$ cat src/rtl/module_reg_if.sv
// Bus-side signal bundle for module_reg: write/increment strobes, bus data in,
// register content out.
interface module_reg_if #(
    parameter int WIDTH = 8
);
    logic             Wen;
    logic             INC;
    logic [WIDTH-1:0] BusOut;
    logic [WIDTH-1:0] dout;

    modport master (
        output Wen,
        output INC,
        output BusOut,
        input  dout
    );

    modport slave (
        input  Wen,
        input  INC,
        input  BusOut,
        output dout
    );
endinterface : module_reg_if

$ cat src/rtl/module_reg.sv
// Loadable/incrementable datapath register (PC, address, loop counters).
// Define MODULE_REG_SAT_EN to make increments saturate at all-ones instead of wrapping.
module module_reg #(
    parameter int WIDTH = 8
) (
    input logic          Clk,
    input logic          RST,
    module_reg_if.slave  bus
);

    // NOTE: the declaration initialiser gives the FPGA power-up value, so dout
    // is defined before the first reset; it is not an initial block.
    logic [WIDTH-1:0] value_q = '0;
    logic [WIDTH-1:0] value_inc;

`ifdef MODULE_REG_SAT_EN
    assign value_inc = (&value_q) ? value_q : value_q + WIDTH'(1);
`else
    assign value_inc = value_q + WIDTH'(1);
`endif

    // Write beats increment; reset overrides everything without a clock.
    // NOTE: state uses non-blocking assignments so every flop samples pre-edge values.
    always_ff @(posedge Clk or posedge RST) begin
        if (RST) begin
            value_q <= '0;
        end else if (bus.Wen) begin
            value_q <= bus.BusOut;
        end else if (bus.INC) begin
            value_q <= value_inc;
        end
    end

    assign bus.dout = value_q;

endmodule : module_reg

$ cat src/flat_wrapper.sv
// flat-port wrapper written by rule: the top's interface ports become plain ports
module module_reg_flat 
#(
    parameter int WIDTH = 8
)
  (Clk, RST, bus_Wen, bus_INC, bus_BusOut, bus_dout);
  module_reg_if #(.WIDTH(WIDTH)) bus_i ();
  input logic Clk;
  input logic RST;
  input wire logic [$bits(bus_i.Wen)-1:0] bus_Wen;
  input wire logic [$bits(bus_i.INC)-1:0] bus_INC;
  input wire logic [$bits(bus_i.BusOut)-1:0] bus_BusOut;
  output wire logic [$bits(bus_i.dout)-1:0] bus_dout;
  assign bus_i.Wen = bus_Wen;
  assign bus_i.INC = bus_INC;
  assign bus_i.BusOut = bus_BusOut;
  assign bus_dout = bus_i.dout;
  module_reg #(.WIDTH(WIDTH)) u_core (.Clk(Clk), .RST(RST), .bus(bus_i));
endmodule
$ cat config.mk
export PLATFORM = sky130hd
export DESIGN_NAME = module_reg_flat
export DESIGN_NICKNAME = d
export VERILOG_FILES = /design/src/rtl/module_reg_if.sv /design/src/rtl/module_reg.sv /design/src/flat_wrapper.sv
export SDC_FILE = /design/constraint.sdc
export NUM_CORES = 1
export LEC_CHECK = 0
export CAP_MARGIN = 20
export CORE_AREA = 2 2 39 41
export DETAILED_ROUTE_END_ITERATION = 10
export DIE_AREA = 0 0 41 43
export PLACE_DENSITY = 0.73
export SLEW_MARGIN = 20
export SYNTH_ARGS = -nofsm -noshare
export SYNTH_HDL_FRONTEND = slang
export SYNTH_SLANG_ARGS = --single-unit
$ cat constraint.sdc
create_clock -name Clk -period 1.25 [get_ports Clk]
set_input_delay 0.375 -clock Clk [delete_from_list [all_inputs] [get_ports Clk]]
set_output_delay 0.375 -clock Clk [all_outputs]
set_load 0.005 [all_outputs]
### Word-level counts from Yosys, hierarchy flattened

Cells that the tools add are included.

* $add $sub $neg: 1
* multiplexer cells: 2
* reduce and logical (&&, ||, !) cells: 1

Operators with widths (count)
* 8-bit 2-to-1 mux: 2
* 8-bit by 1-bit adder with 8-bit output, second input constant: 1
* 2-bit nonzero test: 1

* bits in registers: 8
* input bits: 12
* output and inout port bits: 8
* word-level logic and storage cells: 5

### Logic depth before layout (Yosys ltp)

Gate-level depths: netlist (run 1).

* depth after elaboration: 3
* depth in mapped cells: 4
* gate-level depth less buffers: 4

### Worst setup path before layout (run 1)

OpenSTA, ideal clock, no wires.

* kind: reg-to-reg
* start point: register u_core.value_q[0] (netlist: u_core.bus.dout[0])
* end point: register u_core.value_q[6] (netlist: u_core.bus.dout[6])
* library setup time: 69 ps
* arrival: 1144 ps
* required time: 1181 ps
* setup slack: 37 ps
* stages on the path, launching flop included: 5
* buffers on the path: 0
* period minus slack after synthesis: 1213 ps
* path through: dfrtp_1 ha_1 nand2_1 or4_1 nand3_1

* cells in the longest elaborated chain, start to end: 3

RTL lines
* start, declared: RTL line module_reg.sv:13 `logic [WIDTH-1:0] value_q = '0;`
* start signal, assigned: RTL line module_reg.sv:28 `value_q <= bus.BusOut;`
* start signal, assigned: RTL line module_reg.sv:30 `value_q <= value_inc;`
* 8-bit by 1-bit adder with 8-bit output: RTL line module_reg.sv:19 `assign value_inc = value_q + WIDTH'(1);`
* 8-bit 2-to-1 mux: RTL line module_reg.sv:29 `end else if (bus.INC) begin`
* 8-bit 2-to-1 mux: RTL line module_reg.sv:27 `end else if (bus.Wen) begin`

Every way passes these cells. The select of a mux whose other input is x is not followed.
A chain may end at the register's enable or synchronous reset.

### Worst setup path after layout (run 1)

* start point: register u_core.value_q[1] (netlist: u_core.bus.dout[1])
* end point: register u_core.value_q[6] (netlist: u_core.bus.dout[6])

The elaborated chain is that of the path after synthesis.

==> impl_metrics.tcl, run 1 <==
set metrics [dict create \
    worst_skew_pair.late_latency_ps 260 \
    clkPwrFrac_pct 23.7 \
    largest_reg_flops 8 \
    ys_types 16 \
    layout_commonest_cell "buf_4" \
    antenna_found_initial 0 \
    yosys_warnings 0 \
    core-area_sq_um 1380 \
    timing.final.ws_setup_ps -81.0 \
    synth_seq_cells 8 \
    clock.fmax_mhz 751 \
    drt_iter0_markers 16 \
    post-route-util_pct 65.7 \
    worstSetupPathType "reg -> reg" \
    die_w_um 41 \
    vias_per_cell 5.05 \
    netlist_instances 50 \
    cp.required_ps 1440 \
    grt_usage_pct 19.6 \
    most-common-layout-cells "buf_4, clkdlybuf4s50_1, nand2_1, dfrtp_1, buf_6" \
    routabilityCongestion 0.743 \
    grt_pass1_wl_mm 2.33 \
    p_int_mw 0.619 \
    arrival_ps 1520 \
    power_frac_comb_pct 41.4 \
    violations "negative setup slack" \
    drv_slew 0 \
    ff2ff_path_depth 6 \
    grt_overflow_total 0 \
    skew_ps 2.73 \
    seqPwrFrac_pct 34.9 \
    cts_tree "yes" \
    clk_pin_slew_ps 60 \
    worstSetupEndpointType "register" \
    n_antenna_cell 0 \
    post_drt_wl_per_cell_um 12.8 \
    nNetsFinal 110 \
    vias 561 \
    start_util_pct 32.3 \
    rr_endpoint "u_core.bus.dout[6]" \
    total_power_mw 0.876 \
    r2r-start "u_core.bus.dout[1]" \
    rsz0062_at_grt "true" \
    hold_viol 0 \
    area_growth_pct 104 \
    regToRegSetupSlack_ps -80 \
    drc 0 \
    leakage_nw 0.420 \
    yosysSeqAreaShare_pct 44.8 \
    grt_pass1_vias 568 \
    crit_path_max_fanout 3 \
    ant_nets 0 \
    root_buffer "clkbuf_4" \
    grt_max_degree 11 \
    whs_ps 370 \
    portBuffers 19 \
    clkSinkCount 8 \
    cts_buffers 3 \
    switching_power_mw 0.257 \
    finalCriticalPeriod_ps 1330 \
    syn_area_sq_um 447 \
    maxSlewHeadroom_pct 78.2 \
    synth_fp_nets 63 \
    maxCapViolations 0 \
    row_count 14 \
    fp.dieH_um 43 \
    vdd_ir_drop_max_v 0.000641 \
    dpl_worst_slack_ps -347 \
    switching_share_pct 29.3 \
    worst-slew-pin-transition_ps 326 \
    h-tree-depth 1 \
    clk_path_buf_depth 2 \
    min_path_type "in -> async" \
    timing.final.crit_share_pct 106 \
    fill_cells 105 \
    status "finished with violations" \
    cp-start-kind "register" \
    dp_hpwl_um 803 \
    drive_gt1_share_pct 38.9 \
    dp_cells 94 \
    avgSynthCellArea_sq_um 8.93 \
    drtPass1Iterations 4 \
    fp.dieArea_sq_um 1760 \
    wl_mm 1.42 \
    finalNonFillerCells 111 \
    powerDensity_nw_per_um2 963 \
    setup_viol 6 \
    io_pins 20 \
]
[power by group through the flow]
stage,clock [mW],sequential [mW],combinational (mW)
2_1_floorplan,0,0.329,0.0722
3_3_place_gp,0,0.316,0.239
3_5_place_dp,0,0.316,0.241
4_1_cts,0.206,0.304,0.328
5_1_grt,0.225,0.310,0.394
6_report,0.207,0.306,0.362
[final cells by class]
class / instances / area [sq um] / area share (%)
inverters: 1 / 3.75 / 0.413
flip-flops and latches: 8 / 200 / 22.0
multi-input cells: 38 / 270 / 29.7
well taps: 16 / 20.0 / 2.20
repair buffers: 45 / 393 / 43.2
clock buffers: 3 / 22.5 / 2.48
[synthesized netlist by cell type, drive strengths merged]
| cell type | count | share of area [%] |
|---|---|---|
| ha | 1 | 2.8 |
| nand3 | 5 | 5.6 |
| nor2b | 3 | 4.2 |
| or4 | 3 | 5.0 |
| xnor2 | 1 | 2.0 |
| inv | 1 | 0.84 |
| nand4 | 4 | 7.0 |
| o21ai | 8 | 9.0 |
| xor2 | 3 | 5.9 |
| dfrtp | 8 | 45 |
| nand2 | 9 | 7.6 |
| buf | 2 | 2.2 |
| clkbuf | 1 | 0.84 |
| mux2i | 1 | 2.2 |
[per-layer routing]
layer	part of all wire, %	GRT usage [%]	routed length (um)	vias to the layer above
li1	-	-	-	270
met1	40	20.5	568	267
met2	53	35.0	756	22
met3	6.2	5.24	88	2
met4	0.70	6.00	10	0
met5	0	0	0	-
[cells by family after synthesis]
family / Yosys count / share of synthesized area (%)
AO/OA/AOI/OAI: 8 / 8.96
XOR/XNOR: 4 / 7.84
multiplexers: 1 / 2.24
flip-flops: 8 / 44.8
AND/OR/NAND/NOR: 24 / 29.4
adder cells (fa/ha/maj): 1 / 2.80
buffers and inverters: 4 / 3.92
[how the worst max path moves through the flow]
stage,start,end
4_1_cts,u_core.bus.dout[1],u_core.bus.dout[7]
5_1_grt,u_core.bus.dout[1],u_core.bus.dout[6]
6_report,u_core.bus.dout[1],u_core.bus.dout[6]
3_3_place_gp,bus_INC,u_core.bus.dout[7]
2_1_floorplan,u_core.bus.dout[0],u_core.bus.dout[6]
3_5_place_dp,bus_INC,u_core.bus.dout[7]
[worst max-delay path, cell delays in order, from the launching register on]
cell and delay (ps):
dfrtp_1 380, buf_6 130, buf_6 90, ha_4 140, nand2_4 50, or4_1 410, nand3_1 80
[through the flow]
stage	TNS, ps	instance area, sq um
final	-226	910
after global routing	-596	910
after CTS	-260	881
after detailed placement	-2140	733
after global placement	-1970	733
after floorplan	0	447
[timing repair]
action | in CTS | in global routing
setup buffers | 15 | 1
endpoints found under the setup margin | 13 | 11
pin swaps | 8 | 5
hold buffers | 0 | 0
gates resized for setup | 26 | 9
endpoints found under the hold margin | 0 | 0
(Power assumes the default switching activity.)
==> run 2, diff against run 1 <==
CTS_BUF_LIST = sky130_fd_sc_hd__clkbuf_2   (was unset)
==> impl_metrics.tcl, run 2 (synthesis gave the netlist of run 1 again) <==
set metrics [dict create \
    slowest_delay_ps 400 \
    grt_max_degree 11 \
    start_util_pct 32.3 \
    vias_per_cell 4.77 \
    timing.final.crit_share_pct 103 \
    status "finished with violations" \
    drv_slew 0 \
    wl_met3_um 53 \
    crit_path_max_fanout 3 \
    hold_viol 0 \
    cp.required_ps 1420 \
    grt_pass1_wl_mm 1.99 \
    n_antenna_cell 0 \
    grt_overflow_total 0 \
    wl_mm 1.15 \
    design_area_sq_um 857 \
    routabilityCongestion 0.743 \
    hold_buffers 0 \
    powerDensity_nw_per_um2 917 \
    clock.fmax_mhz 779 \
    fp.dieH_um 43 \
    clk_path_buf_depth 2 \
    cts_buffers 3 \
    drt_iter0_markers 2 \
    finalCriticalPeriod_ps 1280 \
    dpl_worst_slack_ps -347 \
    cts_tree "yes" \
    crit_slowest_cell "or4_1" \
    ff2ff_path_depth 5 \
    largest_reg_flops 8 \
    maxCapViolations 0 \
    root_buffer "clkbuf_2" \
    cp-start-kind "register" \
    leakage_nw 0.393 \
    portBuffers 19 \
    ant_nets 0 \
    worstSetupEndpointType "register" \
    wirelength_met1_um 504 \
    drtPass1Iterations 2 \
    layout_commonest_cell "buf_4" \
    regToRegSetupSlack_ps -30 \
    worstSetupPathType "reg -> reg" \
    h-tree-depth 1 \
    grt_pass1_vias 508 \
    min_path_type "in -> async" \
    vdd_ir_drop_max_v 0.000610 \
    grt_usage_pct 16.9 \
    fp.dieArea_sq_um 1760 \
    nNetsFinal 106 \
    skew_ps 2.53 \
    path_cells "buf_6 -> ha_2 -> nand2_2 -> or4_1 -> nand3_1" \
    rsz0062_at_grt "true" \
    most-common-layout-cells "buf_4, clkdlybuf4s50_1, nand2_1, buf_6, dfrtp_1" \
    rr_endpoint "u_core.bus.dout[6]" \
    r2r-start "u_core.bus.dout[0]" \
    area_growth_pct 91.9 \
    clk_pin_slew_ps 80 \
    setup_viol 4 \
    clkSinkCount 8 \
    wl_met2_um 593 \
    row_count 14 \
    io_pins 20 \
    vias 510 \
    placed_area_sq_um 733 \
    timing.final.ws_setup_ps -33.1 \
    die_w_um 41 \
    violations "negative setup slack" \
    antenna_found_initial 0 \
    maxSlewHeadroom_pct 78.6 \
    worst_skew_pair.late_latency_ps 230 \
    dp_hpwl_um 803 \
    drc 0 \
    drive_gt1_share_pct 40.7 \
    highest_layer "met3" \
    arrival_ps 1460 \
    post_drt_wl_per_cell_um 10.7 \
    fill_cells 110 \
    core-area_sq_um 1380 \
    worst-slew-pin-transition_ps 321 \
    post-route-util_pct 61.9 \
]
-- run 2: cell types whose count changed in the layout (fill, tap and decap cells not counted), moves of 2 or more --
cell / change
buf_4: -3
clkbuf_2: +5
clkdlybuf4s15_1: -2
clkbuf_4: -3
-- run 2: timing repair --
item | in CTS | in global routing
setup endpoints to repair | 13 | 12
setup buffers | 12 | 0
resized for setup | 25 | 12
pin swaps | 5 | 3
-- run 2: power by group --
part | switching (mW) | leakage (nW) | internal (mW)
registers | 0.0180 | 0.0970 | 0.287
clock network | 0.0909 | 0.0125 | 0.0655
logic | 0.124 | 0.284 | 0.200
-- run 2: final cells by class --
| cell class | instances | area, sq um | share of cell area (%) |
|---|---|---|---|
| clock buffers | 3 | 15.0 | 1.75 |
| repair buffers | 41 | 358 | 41.8 |
| well taps | 16 | 20.0 | 2.34 |
| multi-input cells | 38 | 260 | 30.4 |
| inverters | 1 | 3.75 | 0.438 |
| flip-flops and latches | 8 | 200 | 23.4 |
-- run 2: how the worst max path moves through the flow --
stage,startpoint,end,slack (ps),cells after the start
2_1_floorplan,u_core.bus.dout[0],u_core.bus.dout[6],40,4
3_3_place_gp,bus_INC,u_core.bus.dout[7],-310,4
3_5_place_dp,bus_INC,u_core.bus.dout[7],-350,4
4_1_cts,u_core.bus.dout[0],u_core.bus.dout[7],-80,5
5_1_grt,u_core.bus.dout[1],u_core.bus.dout[6],-90,5
6_report,u_core.bus.dout[0],u_core.bus.dout[6],-30,5
-- run 2: metal layers --
| layer | track usage (%) | vias up |
|---|---|---|
| met5 | 0 | - |
| met3 | 5.24 | 0 |
| met1 | 19.9 | 236 |
| li1 | - | 261 |
| met2 | 26.6 | 13 |
| met4 | 8.00 | 0 |
-- run 2: per-stage QoR --
stage	setup TNS (ps)	hold slack [ps]	cells	total power, mW
2_1_floorplan	0	191	50	0.401
3_3_place_gp	-1970	555	94	0.555
3_5_place_dp	-2140	578	94	0.557
4_1_cts	-138	392	107	0.775
5_1_grt	-445	394	107	0.847
6_report	-68.9	388	107	0.786
-- run 2: worst max-delay path, delay by kind of cell (launching register included) --
kind | cells | cell delay, ps
simple gates | 3 | 530
flops | 1 | 370
fa+ha+maj | 1 | 190
buf+inv | 1 | 120
==> run 3, diff against run 2 <==
CTS_CLUSTER_DIAMETER = 40   (was unset)
PLACE_DENSITY = 0.67   (was 0.73)
clock period = 1.4 ns   (was 1.25 ns; I/O delays follow)
==> impl_metrics.tcl, run 3 (synthesis gave the netlist of run 1 again) <==
set metrics [dict create \
    status "finished, final reports clean" \
    path_cells "dlygate4sd2_1" \
    most-common-layout-cells "buf_4, nand2_1, clkdlybuf4s50_1, dlygate4sd2_1, dfrtp_1" \
    h-tree-depth 1 \
    dpl_worst_slack_ps -278 \
    clk_pin_slew_ps 90 \
    drtPass1Iterations 4 \
    portBuffers 19 \
    drive_gt1_share_pct 26.7 \
    total_power_mw 0.664 \
    min_path_type "in -> async" \
    cp_num_buf_inv 1 \
    root_buffer "clkbuf_2" \
    worst-slew-pin-transition_ps 327 \
    crit_family "flip-flops" \
    grt_usage_pct 16.5 \
    worstSetupEndpointType "output port" \
    rsz0062_at_grt "true" \
    n_antenna_cell 0 \
    design_area_sq_um 806 \
    dp_hpwl_um 828 \
    cts_tree "yes" \
    hold_buffers 0 \
    startpoint "u_core.bus.dout[1]" \
    r2r-start "u_core.bus.dout[3]" \
    multi_input_area_sq_um 254 \
    nNetsFinal 101 \
    p_int_mw 0.458 \
    io_pins 20 \
    start_util_pct 32.3 \
    clock.fmax_mhz 741 \
    layout_commonest_cell "buf_4" \
    whs_ps 413 \
    crit_slowest_cell "dfrtp_1" \
    power_frac_comb_pct 37.1 \
    drc 0 \
    post-route-util_pct 58.2 \
    largest_reg_flops 8 \
    leakage_nw 0.378 \
    drt_iter0_markers 13 \
    wl_mm 1.18 \
    grt_max_degree 9 \
    finalSetupTns_ps 0 \
    post_drt_wl_per_cell_um 11.5 \
    arrival_ps 930 \
    slowest_delay_ps 410 \
    die_w_um 41 \
    register_area_sq_um 200 \
    vias 495 \
    finalCriticalPeriod_ps 1350 \
    cp.required_ps 980 \
    grt_overflow_total 0 \
    dp_cells 94 \
    maxCapViolations 0 \
    grt_pass1_wl_mm 1.90 \
    clk_path_buf_depth 2 \
    drv_slew 0 \
    switching_power_mw 0.205 \
    maxSlewHeadroom_pct 78.2 \
    cts_buffers 3 \
    powerDensity_nw_per_um2 824 \
    finalNonFillerCells 102 \
    clkPwrFrac_pct 22.3 \
    timing.final.ws_setup_ps 50.7 \
    clkSinkCount 8 \
    routabilityCongestion 0.760 \
    fp.dieH_um 43 \
    vias_per_cell 4.85 \
    seqPwrFrac_pct 40.6 \
    core-area_sq_um 1380 \
    worst-path-stages 1 \
    placed_area_sq_um 733 \
    vdd_ir_drop_max_v 0.000452 \
    grt_pass1_vias 440 \
    worstSetupPathType "reg -> out" \
    switching_share_pct 30.9 \
    crit_path_max_fanout 2 \
    hold_viol 0 \
    area_growth_pct 80.4 \
    skew_ps 8.18 \
    ff2ff_path_depth 5 \
    row_count 14 \
    timing.final.crit_share_pct 96.4 \
    ant_nets 0 \
    cp-start-kind "register" \
    fill_cells 133 \
    antenna_found_initial 0 \
    setup_viol 0 \
    fp.dieArea_sq_um 1760 \
    worst_skew_pair.late_latency_ps 250 \
]
## run 3: cell count changes in the layout (fill, tap and decap cells not counted), moves of 2 or more
cell / change
clkbuf_2: -4
nand3_1: +2
dlygate4sd2_1: +7
clkdlybuf4s15_1: -2
buf_6: -7
nand3_2: -2
## run 3: final cells by class
type                       instances  area share [%]
timing repair buffer              36            38.8
multi-input combinational         38            31.5
sequential                         8            24.8
tap                               16            2.48
clock buffer                       3            1.86
inverter                           1           0.466
## run 3: final timing paths
check	slack, ps	endpoint
max	50	bus_dout[1]
min	410	u_core.bus.dout[4]
max reg2reg	60	u_core.bus.dout[7]
min reg2reg	670	u_core.bus.dout[7]
max in group asynchronous	740	u_core.bus.dout[0]
min in group Clk	630	u_core.bus.dout[1]
## run 3: routing by layer
layer  vias up  track usage [%]  wire [um]
li1        252                -          -
met1       218             21.9        509
met2        20             22.8        554
met3         5             3.14         75
met4         0             12.0         38
met5         -                0          0
## run 3: power by group through the flow
stage	Clock (mW)	Combinational (mW)	Sequential, mW
6_report	0.148	0.246	0.270
5_1_grt	0.160	0.274	0.273
4_1_cts	0.148	0.225	0.268
3_5_place_dp	0	0.219	0.279
3_3_place_gp	0	0.217	0.278
2_1_floorplan	0	0.0644	0.293
## run 3: repair_timing
action | CTS | global route
gates resized for setup | 9 | 6
buffers inserted | 4 | 1
setup endpoints to repair | 9 | 4
pin swaps | 0 | 1
